===== config.mk =====
export PLATFORM = sky130hd
export DESIGN_NAME = led_breathe
export DESIGN_NICKNAME = d
export VERILOG_FILES = /design/src/rtl/led_pkg.sv /design/src/rtl/pwm_gen.sv /design/src/rtl/led_breathe.sv
export SDC_FILE = /design/constraint.sdc
export NUM_CORES = 1
export LEC_CHECK = 0
export CAP_MARGIN = 20
export CORE_ASPECT_RATIO = 0.9
export CORE_MARGIN = 5
export CORE_UTILIZATION = 40
export DETAILED_ROUTE_END_ITERATION = 16
export SKIP_LAST_GASP = 1
export SYNTH_ARGS = -nofsm -noshare
export SYNTH_HDL_FRONTEND = slang
export SYNTH_HIERARCHICAL = 1
export SYNTH_SLANG_ARGS = --single-unit

===== constraint.sdc =====
create_clock -name CLK -period 4.9 [get_ports CLK]
set_input_delay 1.225 -clock CLK [delete_from_list [all_inputs] [get_ports CLK]]
set_output_delay 1.225 -clock CLK [all_outputs]
set_load 0.02 [all_outputs]

===== src/rtl/led_pkg.sv =====
// Package for the LED breathing block.
// Holds the ramp phase encoding and its width. The top-level design and the
// testbench both import it.
package led_pkg;

  localparam int PHASE_W = 2;

  // Ramp phase encoding. The numeric codes appear directly on the PHASE port.
  typedef enum logic [PHASE_W-1:0] {
    UP      = 2'd0,
    HOLD_HI = 2'd1,
    DOWN    = 2'd2,
    HOLD_LO = 2'd3
  } phase_t;

endpackage


===== src/rtl/pwm_gen.sv =====
// PWM generator with a frame-synchronous duty shadow.
// Ports:
//   CLK    - clock, rising edge
//   RESETN - asynchronous active-low reset
//   EN     - run enable; when low the counter and shadow freeze and LED drops
//   DUTY   - target duty, sampled only at the frame boundary (pwm_cnt == MAX)
//   LED    - registered PWM output, high while pwm_cnt < act
module pwm_gen #(
  parameter int WIDTH = 8
) (
  input  logic             CLK,
  input  logic             RESETN,
  input  logic             EN,
  input  logic [WIDTH-1:0] DUTY,
  output logic             LED
);

  localparam logic [WIDTH-1:0] MAX = '1;

  logic [WIDTH-1:0] pwm_cnt;
  logic [WIDTH-1:0] act;

  always_ff @(posedge CLK or negedge RESETN) begin
    if (!RESETN) begin
      pwm_cnt <= '0;
      act     <= '0;
      LED     <= 1'b0;
    end else begin
      // The compare uses the act value of the current frame. On the wrap
      // cycle, pwm_cnt == MAX is never below act, so a freshly loaded act
      // cannot create a glitch pulse.
      LED <= EN && (pwm_cnt < act);
      if (EN) begin
        pwm_cnt <= pwm_cnt + 1'b1;
        if (pwm_cnt == MAX) begin
          act <= DUTY;
        end
      end
    end
  end

endmodule


===== src/rtl/led_breathe.sv =====
// LED "breathing" controller.
// The duty ramps up once per TICK until it reaches MAX. It then holds for HOLD
// TICKs, ramps down to 0 and holds for HOLD TICKs again, and the cycle repeats.
// The duty drives a pwm_gen instance.
// Ports:
//   CLK    - clock, rising edge
//   RESETN - asynchronous active-low reset
//   TICK   - single-cycle ramp-step strobe (counter carry-out)
//   EN     - run enable; when low all state freezes, TICKs are ignored and LED = 0
//   LED    - registered PWM output
//   DUTY   - current ramp value (target duty)
//   PHASE  - ramp phase: 0 UP, 1 HOLD_HI, 2 DOWN, 3 HOLD_LO
module led_breathe
  import led_pkg::*;
#(
  parameter int WIDTH = 8,
  parameter int HOLD  = 4
) (
  input  logic               CLK,
  input  logic               RESETN,
  input  logic               TICK,
  input  logic               EN,
  output logic               LED,
  output logic [WIDTH-1:0]   DUTY,
  output logic [PHASE_W-1:0] PHASE
);

  localparam logic [WIDTH-1:0] MAX       = '1;
  localparam logic [WIDTH-1:0] MAX_M1    = MAX - 1'b1;
  localparam logic [WIDTH-1:0] ONE       = {{(WIDTH-1){1'b0}}, 1'b1};
  localparam logic [7:0]       HOLD_LAST = 8'(HOLD - 1);

  phase_t     phase;
  logic [7:0] hold_cnt;
  logic       step;

  assign step  = TICK & EN;
  assign PHASE = phase;

  // The phase changes in the same step that produces the end value.
  // Because of this, DUTY stops at MAX or 0 and cannot wrap.
  always_ff @(posedge CLK or negedge RESETN) begin
    if (!RESETN) begin
      phase    <= UP;
      DUTY     <= '0;
      hold_cnt <= '0;
    end else if (step) begin
      case (phase)
        UP: begin
          DUTY <= DUTY + 1'b1;
          if (DUTY == MAX_M1) begin
            phase    <= HOLD_HI;
            hold_cnt <= '0;
          end
        end
        HOLD_HI: begin
          if (hold_cnt == HOLD_LAST) begin
            phase    <= DOWN;
            hold_cnt <= '0;
          end else begin
            hold_cnt <= hold_cnt + 8'd1;
          end
        end
        DOWN: begin
          DUTY <= DUTY - 1'b1;
          if (DUTY == ONE) begin
            phase    <= HOLD_LO;
            hold_cnt <= '0;
          end
        end
        HOLD_LO: begin
          if (hold_cnt == HOLD_LAST) begin
            phase    <= UP;
            hold_cnt <= '0;
          end else begin
            hold_cnt <= hold_cnt + 8'd1;
          end
        end
        default: phase <= UP;
      endcase
    end
  end

  pwm_gen #(
    .WIDTH(WIDTH)
  ) u_pwm (
    .CLK   (CLK),
    .RESETN(RESETN),
    .EN    (EN),
    .DUTY  (DUTY),
    .LED   (LED)
  );

endmodule


==> flow_metrics.env <==
export IMPL_outcome="finished clean"
export IMPL_report_final_slew_viol_count=0
export IMPL_fp_dieW_um=86.78
export IMPL_synth_edf_count=0
export IMPL_path_class="in -> reg"
export IMPL_die_area_um2=6864
export IMPL_viasPerCell=5.446
export IMPL_synth_top_area_share=0.4127
export IMPL_critPathArrivalTime_ns=3.03
export IMPL_grt_pass1_vias=1502
export IMPL_worstMarginPinSlew_ns=0.5935
export IMPL_yosys_area_top_type="dfrtp_1"
export IMPL_coreArea_um2=5192
export IMPL_slew_headroom=0.6026
export IMPL_antennaDiodeCount=0
export IMPL_start_kind="input pin"
export IMPL_clk_latency_ns=0.29
export IMPL_routed_wl_mm=4.032
export IMPL_period_needed_ns=2.809
export IMPL_power_density_nw_per_um2=521.8
export IMPL_cts_tree="built"
export IMPL_die_y_um=79.10
export IMPL_syn_nets=202
export IMPL_gp_congestion=0.7268
export IMPL_dr_pass1_iters=4
export IMPL_cts_root_buffer="clkbuf_8"
export IMPL_synthTopCellsByArea="dfrtp_1 (41%), ha_1 (10%), mux2_4 (6.4%), xor2_1 (3.3%), xnor2_1 (2.9%)"
export IMPL_yosys_cell_types_count=45
export IMPL_required_ns=5.12
export IMPL_area_growth_pct=13.74
export IMPL_ant_nets=0
export IMPL_yosys_warnings=6
export IMPL_clock_path_buffers=2
export IMPL_num_io_pins=15
export IMPL_post_cts_buffers=0
export IMPL_rsz0062_at_grt="false"
export IMPL_grt_overflow=0
export IMPL_num_vias=1454
export IMPL_syn_cell_area_um2=2122
export IMPL_synth_seq_area_share=0.4127
export IMPL_cap_violations=0
export IMPL_cts_resized=0
export IMPL_ir_worst_vdd_mv=0.4043
export IMPL_rows=25
export IMPL_cts_inserted_buffers=5
export IMPL_grt_pass1_wl_mm=7.224
export IMPL_clock_sinks=35
export IMPL_worstPathMaxFanout=10
export IMPL_final_util=0.4648
export IMPL_fin_nets=220
export IMPL_setup_viol=0
export IMPL_htreeDepth=2
export IMPL_yosys_top_cells_count="dfrtp_1 (35), ha_1 (17), inv_1 (14)"
export IMPL_power_leakage_nw=1.100
export IMPL_cts_clk_slew_worst_paths_ns=0.07
export IMPL_portBuffers=14
export IMPL_worst_clock_skew_ns=0.002830
export IMPL_hold_viol=0
export IMPL_synth_most_common_cell="dfrtp_1"
export IMPL_grt_max_degree=36
export IMPL_ys_flop_type="dfrtp_1"
export IMPL_cts_hold_buf=0
export IMPL_dpl_hpwl_mm=3.011
export IMPL_drt_iter0_markers=39
export IMPL_drc=0
export IMPL_fmax_ghz=0.3560
export IMPL_synthArstFlopShare=1.000
export IMPL_ys_ff_latch=35
export IMPL_tns_ns=0
export IMPL_finalCritPeriodShare=0.5732
export IMPL_grt_util_all_layers=0.1339
export IMPL_synth_cells=181
export IMPL_grt_antenna_before_repair=0
export IMPL_drive_gt1_frac=0.1650
export IMPL_avgSynthCellArea_um2=11.72
export IMPL_initial_core_util=0.4087
export IMPL_routedWlPerCell_um=15.10
export IMPL_cp_end_kind="flop"
export IMPL_min_path_type="reg -> reg"
==> power by group <==
group,switching [mW],internal [mW]
clock network,0.107,0.0993
registers,0.147,0.365
logic,0.285,0.255
==> state kept, by name, indices dropped and copies added, names as in the netlist <==
register and flops:
u_pwm/LED 1, hold_cnt 8, u_pwm/pwm_cnt 8, DUTY 8, PHASE 2, u_pwm/act 8
==> layout make-up <==
class / count / area [um^2]
multi-input cells: 128 / 1169
flip-flops and latches: 35 / 875.8
repair buffers: 15 / 147.6
inverters: 14 / 52.55
well taps: 67 / 83.83
fillers: 505 / 2779
clock buffers: 6 / 72.57
clock inverters: 2 / 12.51
==> final timing paths <==
path                               from            to  slack [ns]  cells after the start
hold reg to reg            u_pwm/act[0]  u_pwm/act[0]        0.51                      1
setup reg to reg               PHASE[0]      PHASE[1]        2.79                      6
min in group asynchronous        RESETN  u_pwm/act[5]        1.34                      2
setup / recovery                     EN       DUTY[6]        2.09                      5
hold / removal             u_pwm/act[0]  u_pwm/act[0]        0.51                      1
max in group asynchronous        RESETN       DUTY[5]        3.24                      2
==> per-layer routing <==
layer | vias to the layer above | wire [um] | GRT usage
li1 | 692 | - | -
met1 | 730 | 1846 | 0.1661
met2 | 27 | 1981 | 0.2263
met3 | 5 | 163 | 0.04149
met4 | 0 | 40 | 0.03271
met5 | - | 0 | 0
==> logic make-up after synthesis <==
family | synth area share
simple gates | 0.1657
mux | 0.08373
flops | 0.4127
compound gates | 0.1392
fa+ha+maj | 0.1002
xor+xnor | 0.06191
buf+inv | 0.03655
==> cell usage in the layout, fill, tap and decap left out, types with 2 or more instances in the layout <==
master and count:
nor4_1 2, nand4_1 4, mux2i_1 2, and3_1 4, nand3_1 4, dfrtp_1 35
mux2_2 2, clkdlybuf4s50_1 14, nand2_1 7, nor2_1 9, a22o_1 6, nor2b_1 3
o211ai_1 8, nor3_1 4, xnor2_1 7, xor2_1 8, o21ai_0 4, nor3b_1 2
clkbuf_8 5, mux2_4 9, ha_1 17, a21oi_1 3, inv_1 14, nand4_4 2
==> through the flow <==
stage | instances | total power, mW | hold WS, ns | cell area (um^2) | setup WS, ns
finish | 267 | 1.259 | 0.5117 | 2414 | 2.091
global route | 267 | 1.358 | 0.5279 | 2414 | 1.916
global placement | 259 | 1.044 | 0.4924 | 2328 | 1.888
detailed placement | 259 | 1.063 | 0.4977 | 2328 | 1.778
floorplan | 181 | 0.8876 | 0.4736 | 2122 | 2.856
CTS | 267 | 1.275 | 0.5193 | 2414 | 2.086
==> critical path: stages <==
cell and delay (ns):
clkdlybuf4s50_1 0.76, o211ai_1 0.36, nor2_1 0.31, and3_2 0.23, xor2_1 0.14
(Power assumes the default switching activity.)
